==> src/rtl/lab3_mem_refill_arbiter.sv <==
// Round-robin 2:1 arbiter sharing one memory port between icache and dcache.
// Each accepted request's owner is queued in an in-order tag FIFO to route responses back.
module lab3_mem_refill_arbiter #(
    parameter int MAX_OUTSTANDING = 2,
    parameter int REQ_W           = 175,
    parameter int RESP_W          = 145,
    localparam int CNT_W          = $clog2(MAX_OUTSTANDING + 1),
    localparam int PTR_W          = (MAX_OUTSTANDING > 1) ? $clog2(MAX_OUTSTANDING) : 1
) (
    input  logic              clk,
    input  logic              reset,
    input  logic [REQ_W-1:0]  imemreq_msg,
    input  logic              imemreq_val,
    output logic              imemreq_rdy,
    output logic [RESP_W-1:0] imemresp_msg,
    output logic              imemresp_val,
    input  logic              imemresp_rdy,
    input  logic [REQ_W-1:0]  dmemreq_msg,
    input  logic              dmemreq_val,
    output logic              dmemreq_rdy,
    output logic [RESP_W-1:0] dmemresp_msg,
    output logic              dmemresp_val,
    input  logic              dmemresp_rdy,
    output logic [REQ_W-1:0]  memreq_msg,
    output logic              memreq_val,
    input  logic              memreq_rdy,
    input  logic [RESP_W-1:0] memresp_msg,
    input  logic              memresp_val,
    output logic              memresp_rdy,
    output logic [CNT_W-1:0]  outstanding
);

    logic [MAX_OUTSTANDING-1:0] fifo_q, fifo_d;
    logic [PTR_W-1:0]           head_q, head_d, tail_q, tail_d;
    logic [CNT_W-1:0]           count_q, count_d;
    logic                       last_grant_q, last_grant_d;
    logic                       full, empty, gnt_i, gnt_d, head_tag;
    logic                       req_fire, resp_fire;

    // Pointers wrap at the FIFO depth, which need not be a power of two.
    function automatic logic [PTR_W-1:0] ptr_inc(input logic [PTR_W-1:0] p);
        return (p == PTR_W'(MAX_OUTSTANDING - 1)) ? '0 : p + PTR_W'(1);
    endfunction

    always_comb begin
        full     = (count_q == CNT_W'(MAX_OUTSTANDING));
        empty    = (count_q == '0);
        gnt_i    = imemreq_val & (~dmemreq_val | last_grant_q);
        gnt_d    = dmemreq_val & (~imemreq_val | ~last_grant_q);
        head_tag = fifo_q[head_q];
    end

    // Outputs are gated by reset so nothing handshakes while it is held low.
    always_comb begin
        memreq_val   = reset & (imemreq_val | dmemreq_val) & ~full;
        memreq_msg   = gnt_d ? dmemreq_msg : imemreq_msg;
        imemreq_rdy  = reset & gnt_i & memreq_rdy & ~full;
        dmemreq_rdy  = reset & gnt_d & memreq_rdy & ~full;
        imemresp_msg = memresp_msg;
        dmemresp_msg = memresp_msg;
        imemresp_val = reset & memresp_val & ~empty & ~head_tag;
        dmemresp_val = reset & memresp_val & ~empty & head_tag;
        memresp_rdy  = reset & ~empty & (head_tag ? dmemresp_rdy : imemresp_rdy);
        outstanding  = count_q;
        req_fire     = memreq_val & memreq_rdy;
        resp_fire    = memresp_val & memresp_rdy;
    end

    always_comb begin
        fifo_d       = fifo_q;
        tail_d       = tail_q;
        head_d       = head_q;
        count_d      = count_q;
        last_grant_d = last_grant_q;
        if (req_fire) begin
            fifo_d[tail_q] = gnt_d;
            tail_d         = ptr_inc(tail_q);
            last_grant_d   = gnt_d;
        end
        if (resp_fire) begin
            head_d = ptr_inc(head_q);
        end
        case ({req_fire, resp_fire})
            2'b10:   count_d = count_q + CNT_W'(1);
            2'b01:   count_d = count_q - CNT_W'(1);
            default: count_d = count_q;
        endcase
    end

    always_ff @(posedge clk or negedge reset) begin
        if (!reset) begin
            head_q       <= '0;
            tail_q       <= '0;
            count_q      <= '0;
            last_grant_q <= 1'b0;
        end else begin
            head_q       <= head_d;
            tail_q       <= tail_d;
            count_q      <= count_d;
            last_grant_q <= last_grant_d;
        end
    end

    // Tag contents are meaningless once count is cleared, so they carry no reset.
    always_ff @(posedge clk) begin
        fifo_q <= fifo_d;
    end

endmodule

==> config.mk <==
export PLATFORM = sky130hd
export DESIGN_NAME = lab3_mem_refill_arbiter
export DESIGN_NICKNAME = d
export VERILOG_FILES = /design/src/rtl/lab3_mem_refill_arbiter.sv
export SDC_FILE = /design/constraint.sdc
export NUM_CORES = 1
export LEC_CHECK = 0
export ABC_AREA = 1
export CORE_AREA = 2 2 383 385
export DETAILED_ROUTE_END_ITERATION = 6
export DIE_AREA = 0 0 385 387
export GPL_ROUTABILITY_DRIVEN = 0
export GPL_TIMING_DRIVEN = 0
export SETUP_SLACK_MARGIN = 0.3
export SLEW_MARGIN = 20
export SYNTH_ARGS = -nofsm -noshare
export SYNTH_HDL_FRONTEND = slang
export SYNTH_SLANG_ARGS = --single-unit
==> constraint.sdc <==
create_clock -name clk -period 1.7 [get_ports clk]
set_input_delay 0.425 -clock clk [delete_from_list [all_inputs] [get_ports clk]]
set_output_delay 0.425 -clock clk [all_outputs]
set_load 0.005 [all_outputs]
# ---- Yosys cells after proc, flatten, opt, wreduce, memory -nomap -nowiden
# Cells that the tools add are included.
dict set report word_totals {
  ram_bits 0
  register_bits 7
  output_inout_bits 473
  word_cells 55
  memories 0
  rom_bits 0
  latch_bits 0
}
dict set report classes {
  multipliers 0
  shifts 0
  eq_ne 3
  n_reduce_logical 3
  magnitude_cmp 3
  add_sub_neg 4
  n_div 0
  muxes 10
  bitwise_logic 27
}
# op count
set ops {}
lappend ops {{$mux W175} 1}
lappend ops {{$and A1 B1 Y1} 18}
lappend ops {{$mux W1} 6}
lappend ops {{$not A1 Y1} 6}
lappend ops {{$eq A2 B2 Y1 const B} 2}
lappend ops {{$lt A1 B2 Y1 const B} 2}
lappend ops {{$pmux W2 S2} 1}
lappend ops {{$or A1 B1 Y1} 3}
lappend ops {{$add A1 B1 Y1 const B} 2}
lappend ops {{$add A2 B1 Y2 const B} 1}
lappend ops {{$bwmux W2} 1}
lappend ops {{$eq A2 B1 Y1 const B} 1}
lappend ops {{$logic_not A2 Y1} 1}
lappend ops {{$reduce_bool A2 Y1} 1}
lappend ops {{$sub A2 B1 Y2 const B} 1}
lappend ops {{$demux W1 S1} 1}
lappend ops {{$ge A1 B1 Y1 const B} 1}
lappend ops {{$logic_and A1 B1 Y1} 1}

# ---- Depth between registers and ports, before layout
dict set report logic_depth {
  word_depth 7
  ltp_mapped 9
  depth_no_buf 9
}

# ---- Worst setup path after synthesis
# OpenSTA, ideal clock, no wires.
dict set report synth_timing {
  kind {register -> register}
  startpoint {register count_q[1], in the netlist outstanding[1]}
  endpoint {register count_q[1], in the netlist outstanding[1]}
  period_less_slack_ns 1.574
  setup_slack_ns 0.126
  t_arrival_ns 1.495
  path_stages_with_launch 9
  required_ns 1.621
  cell_sequence {dfrtp_1 > inv_1 > o21ai_0 > nor2_1 > nand2_1 > ha_1 > or2_2 > nand2_1 > xor2_1}
}
dict set report synth_between {
  elab_chain_len 7
  word_cells_on_any_way 15
  classes_between {add/sub (2); eq/ne (3); mux (1); bitwise (7); reduce/logical (2)}
}
# item line
set synth_lines {}
lappend synth_lines {{start: declaration} 35} ;# logic [CNT_W-1:0] count_q, count_d;
lappend synth_lines {{start signal: assignment} 99} ;# count_q <= count_d;
lappend synth_lines {{$logic_not A2 Y1} 47} ;# empty = (count_q == '0);
lappend synth_lines {{$not A1 Y1} 63} ;# memresp_rdy = reset & ~empty & (head_tag ? dmemresp_rdy : imemresp_rdy);
lappend synth_lines {{$and A1 B1 Y1 (2 in series)} 63}
lappend synth_lines {{$and A1 B1 Y1} 66} ;# resp_fire = memresp_val & memresp_rdy;
lappend synth_lines {{$eq A2 B1 Y1 or $eq A2 B2 Y1 (tied branches)} 83} ;# case ({req_fire, resp_fire})
lappend synth_lines {{$pmux W2 S2 or $reduce_bool A2 Y1 (tied branches)} -}
# Several ways; a longest one is shown, not always the timed one.
# A chain may end at the register's enable or synchronous reset.

# ---- Worst setup path after layout
dict set report layout_timing {
  startpoint {register last_grant_q}
  endpoint {output port memreq_msg[75]}
}
dict set report layout_between {
  elab_chain_len 4
}
# item line
set layout_lines {}
lappend layout_lines {{start: declaration} 36} ;# logic last_grant_q, last_grant_d;
lappend layout_lines {{start signal: assignment} 100} ;# last_grant_q <= last_grant_d;
lappend layout_lines {{$not A1 Y1} 49} ;# gnt_d = dmemreq_val & (~imemreq_val | ~last_grant_q);
lappend layout_lines {{$or A1 B1 Y1} 49}
lappend layout_lines {{$and A1 B1 Y1} 49}
lappend layout_lines {{$mux W175} 56} ;# memreq_msg = gnt_d ? dmemreq_msg : imemreq_msg;
lappend layout_lines {{end: declaration} 24} ;# output logic [REQ_W-1:0] memreq_msg,
# Every way passes these cells.

==> run summary <==
run status = finished with violations
failing checks = setup timing
max cap viols = 0
total grt overflow = 0
Max Clk Rate = 428.3 MHz
Vias/cell = 2.555
DIE WIDTH = 385 um
RR Endpoint = outstanding[1]$_DFFE_PN0P_
Final nets = 2407
CTS Buffer Depth = 2
Num CTS Buffers = 3
FF+latch count, synth = 7
Ys Warns = 0
Syn Std Cell Area = 0.004877 mm2
Tot GR Track Use = 11.70%
number of flops mapped to enable cells by yosys = 2
FF-to-FF path depth = 14
Hold Path Class = reg -> reg
Primary FF master, synth = dfrtp_1
asr flop ratio synth = 71.43%
Tmin final = 2335 ps
Finished Layout Cells = 3827
CP required = 1270 ps
core area = 0.1449 mm2
Worst Hold End = tail_q$_DFFE_PN0N_
clock root buffer = clkbuf_16
initial DRC count = 293
cells after synthesis = 913
Setup WS post-layout = -634.6 ps
Post-synth top cells = nand2_1, buf_4, inv_1
flop2flop setup slack = -350 ps
hold depth = 2
Initial Utilization = 3.367%
Slew Limit Headroom = 68.53%
first-pass GRT wire length = 110.3 mm
top cells by area, synth = buf_4, nand2_1, buf_6
WS Path Type = reg -> out
startpoint types = flop
vias = 9778
Crit Reg-Reg Startpoint = outstanding[1]$_DFFE_PN0P_
Final HPWL DP = 84.62 mm
initial antenna violation count = 23
Design Power = 12.18 mW
Final Max Tran Viols = 0
Clk Latency, worst-skew pair = 230 ps
post-DR wirelength/cell = 25.25 um
num rows = 140
H-tree Lvls = 1
clock skew = 0.6042 ps
DRC errors left = 0
final setup fails = 182
count leader, synth = nand2_1
Synth cell types = 20
Avg Cell Area, Syn = 5.342 um2
final hold vios = 0
TritonRoute pass-1 iters = 4
Worst setup EP type = output port
CP max FO = 7
fin crit share = 137.3%
die area = 0.1490 mm2
Sink Count = 7
Synth top area share = 47.10%
pin count of the biggest net entering global routing = 12
final WL = 96.63 mm
Leak = 10.26 nW
DP Cell Count = 3660
sequential fraction of the synthesis area = 3.797%
Post-DRT Antenna Nets = 0
CTS tree = built
PwrDens = 584.4 mW/mm2
share of layout cells above drive strength 1 = 57.57%
Yosys top cell by area = buf_4
vias in the first global route = 9604
Chip Height = 387 um
RSZ-0062 raised after global routing = yes
Area growth, synth to finish = 327.4%
Worst-path clk slew = 40 ps
post-synth net total = 1417
worst slew pin tran = 473.9 ps
Top Ports = 976
total negative slack = -88290 ps
Buffers on Ports = 830
final core occ = 14.39%
CP arrival = 1910 ps
worst hold start = tail_q$_DFFE_PN0N_
peak supply drop = 0.0003764 V
state kept, by name, indices dropped and copies added, names as in the netlist:
signal,count
fifo_q,2
tail_q,1
last_grant_q,1
head_q,1
outstanding,2
per-layer routing:
metal	global-route usage, %	share of wire [%]	up-vias
met3	3.900	9.6	71
li1	-	-	4414
met4	1.214	1.8	6
met5	0	0.093	-
met1	14.54	41	4711
met2	20.04	47	576
stage by stage:
stage | cell area [um2] | setup WS [ps] | hold slack [ps]
global placement | 15650 | -1939 | 456.8
detailed placement | 15650 | -1950 | 467.4
floorplan | 4943 | 245.7 | 129.4
finish | 20850 | -634.6 | 472.8
global route | 20830 | -695.4 | 515.4
CTS | 18170 | -690.8 | 475.8
placed cells by master (no fill, tap or decap), types with 13 or more instances in the layout:
cell             count
clkdlybuf4s50_1    421
buf_4              320
nand2_4            207
buf_6              195
nand2_2            169
nand2_1            149
dlygate4sd2_1      102
dlymetal6s2s_1     102
buf_8               50
buf_12              47
buf_2               35
nand2_8             17
clkdlybuf4s15_1     13
cell families after synthesis:
| kind of cell | share of synthesized area (%) |
|---|---|
| compound gates | 0.4103 |
| xor+xnor | 0.3592 |
| fa+ha+maj | 0.2565 |
| buf+inv | 52.05 |
| flops | 3.797 |
| simple gates | 43.12 |
report_power, final:
part / switching [mW] / internal [mW]
combinational: 5.50 / 5.96
clock: 0.0880 / 0.312
sequential: 0.0754 / 0.248
total: 5.66 / 6.52
what timing repair did:
item / CTS / global route
setup buffers: 101 / 38
endpoints found under the hold margin: 5 / 0
gates resized for setup: 1634 / 644
pin swaps: 57 / 133
hold buffers: 1 / 0
cloned: 7 / 8
endpoints found under the setup margin: 482 / 370
cell type report:
cell class | instances | area (um2)
clock buffers | 4 | 78.83
repair buffers | 985 | 10650
well taps | 1917 | 2399
flip-flops and latches | 7 | 187.7
diodes | 8 | 20.02
fillers | 16330 | 124000
inverters | 15 | 76.32
plain buffers | 328 | 2898
multi-input cells | 563 | 4534
worst max-delay path, cell delays in order (launching register included):
cell,delay [ps]
dfrtp_2,430
nand2_4,90
nand2_8,80
buf_12,160
buf_16,150
buf_12,120
buf_6,100
buf_8,130
buf_6,130
nand2_2,60
nand2_2,50
buf_6,130
how the worst max path moves through the flow:
stage,to,slack [ps],startpoint,depth (start not counted)
after floorplan,outstanding[1]$_DFFE_PN0P_,250,outstanding[1]$_DFFE_PN0P_,8
after global routing,memreq_msg[75],-700,last_grant_q$_DFFE_PN0N_,11
after CTS,memreq_msg[72],-690,last_grant_q$_DFFE_PN0N_,11
final,memreq_msg[75],-630,last_grant_q$_DFFE_PN0N_,11
after global placement,memreq_msg[15],-1940,imemreq_val,8
after detailed placement,memreq_msg[15],-1950,imemreq_val,8
No activity file was read; power rests on OpenSTA's default activity.
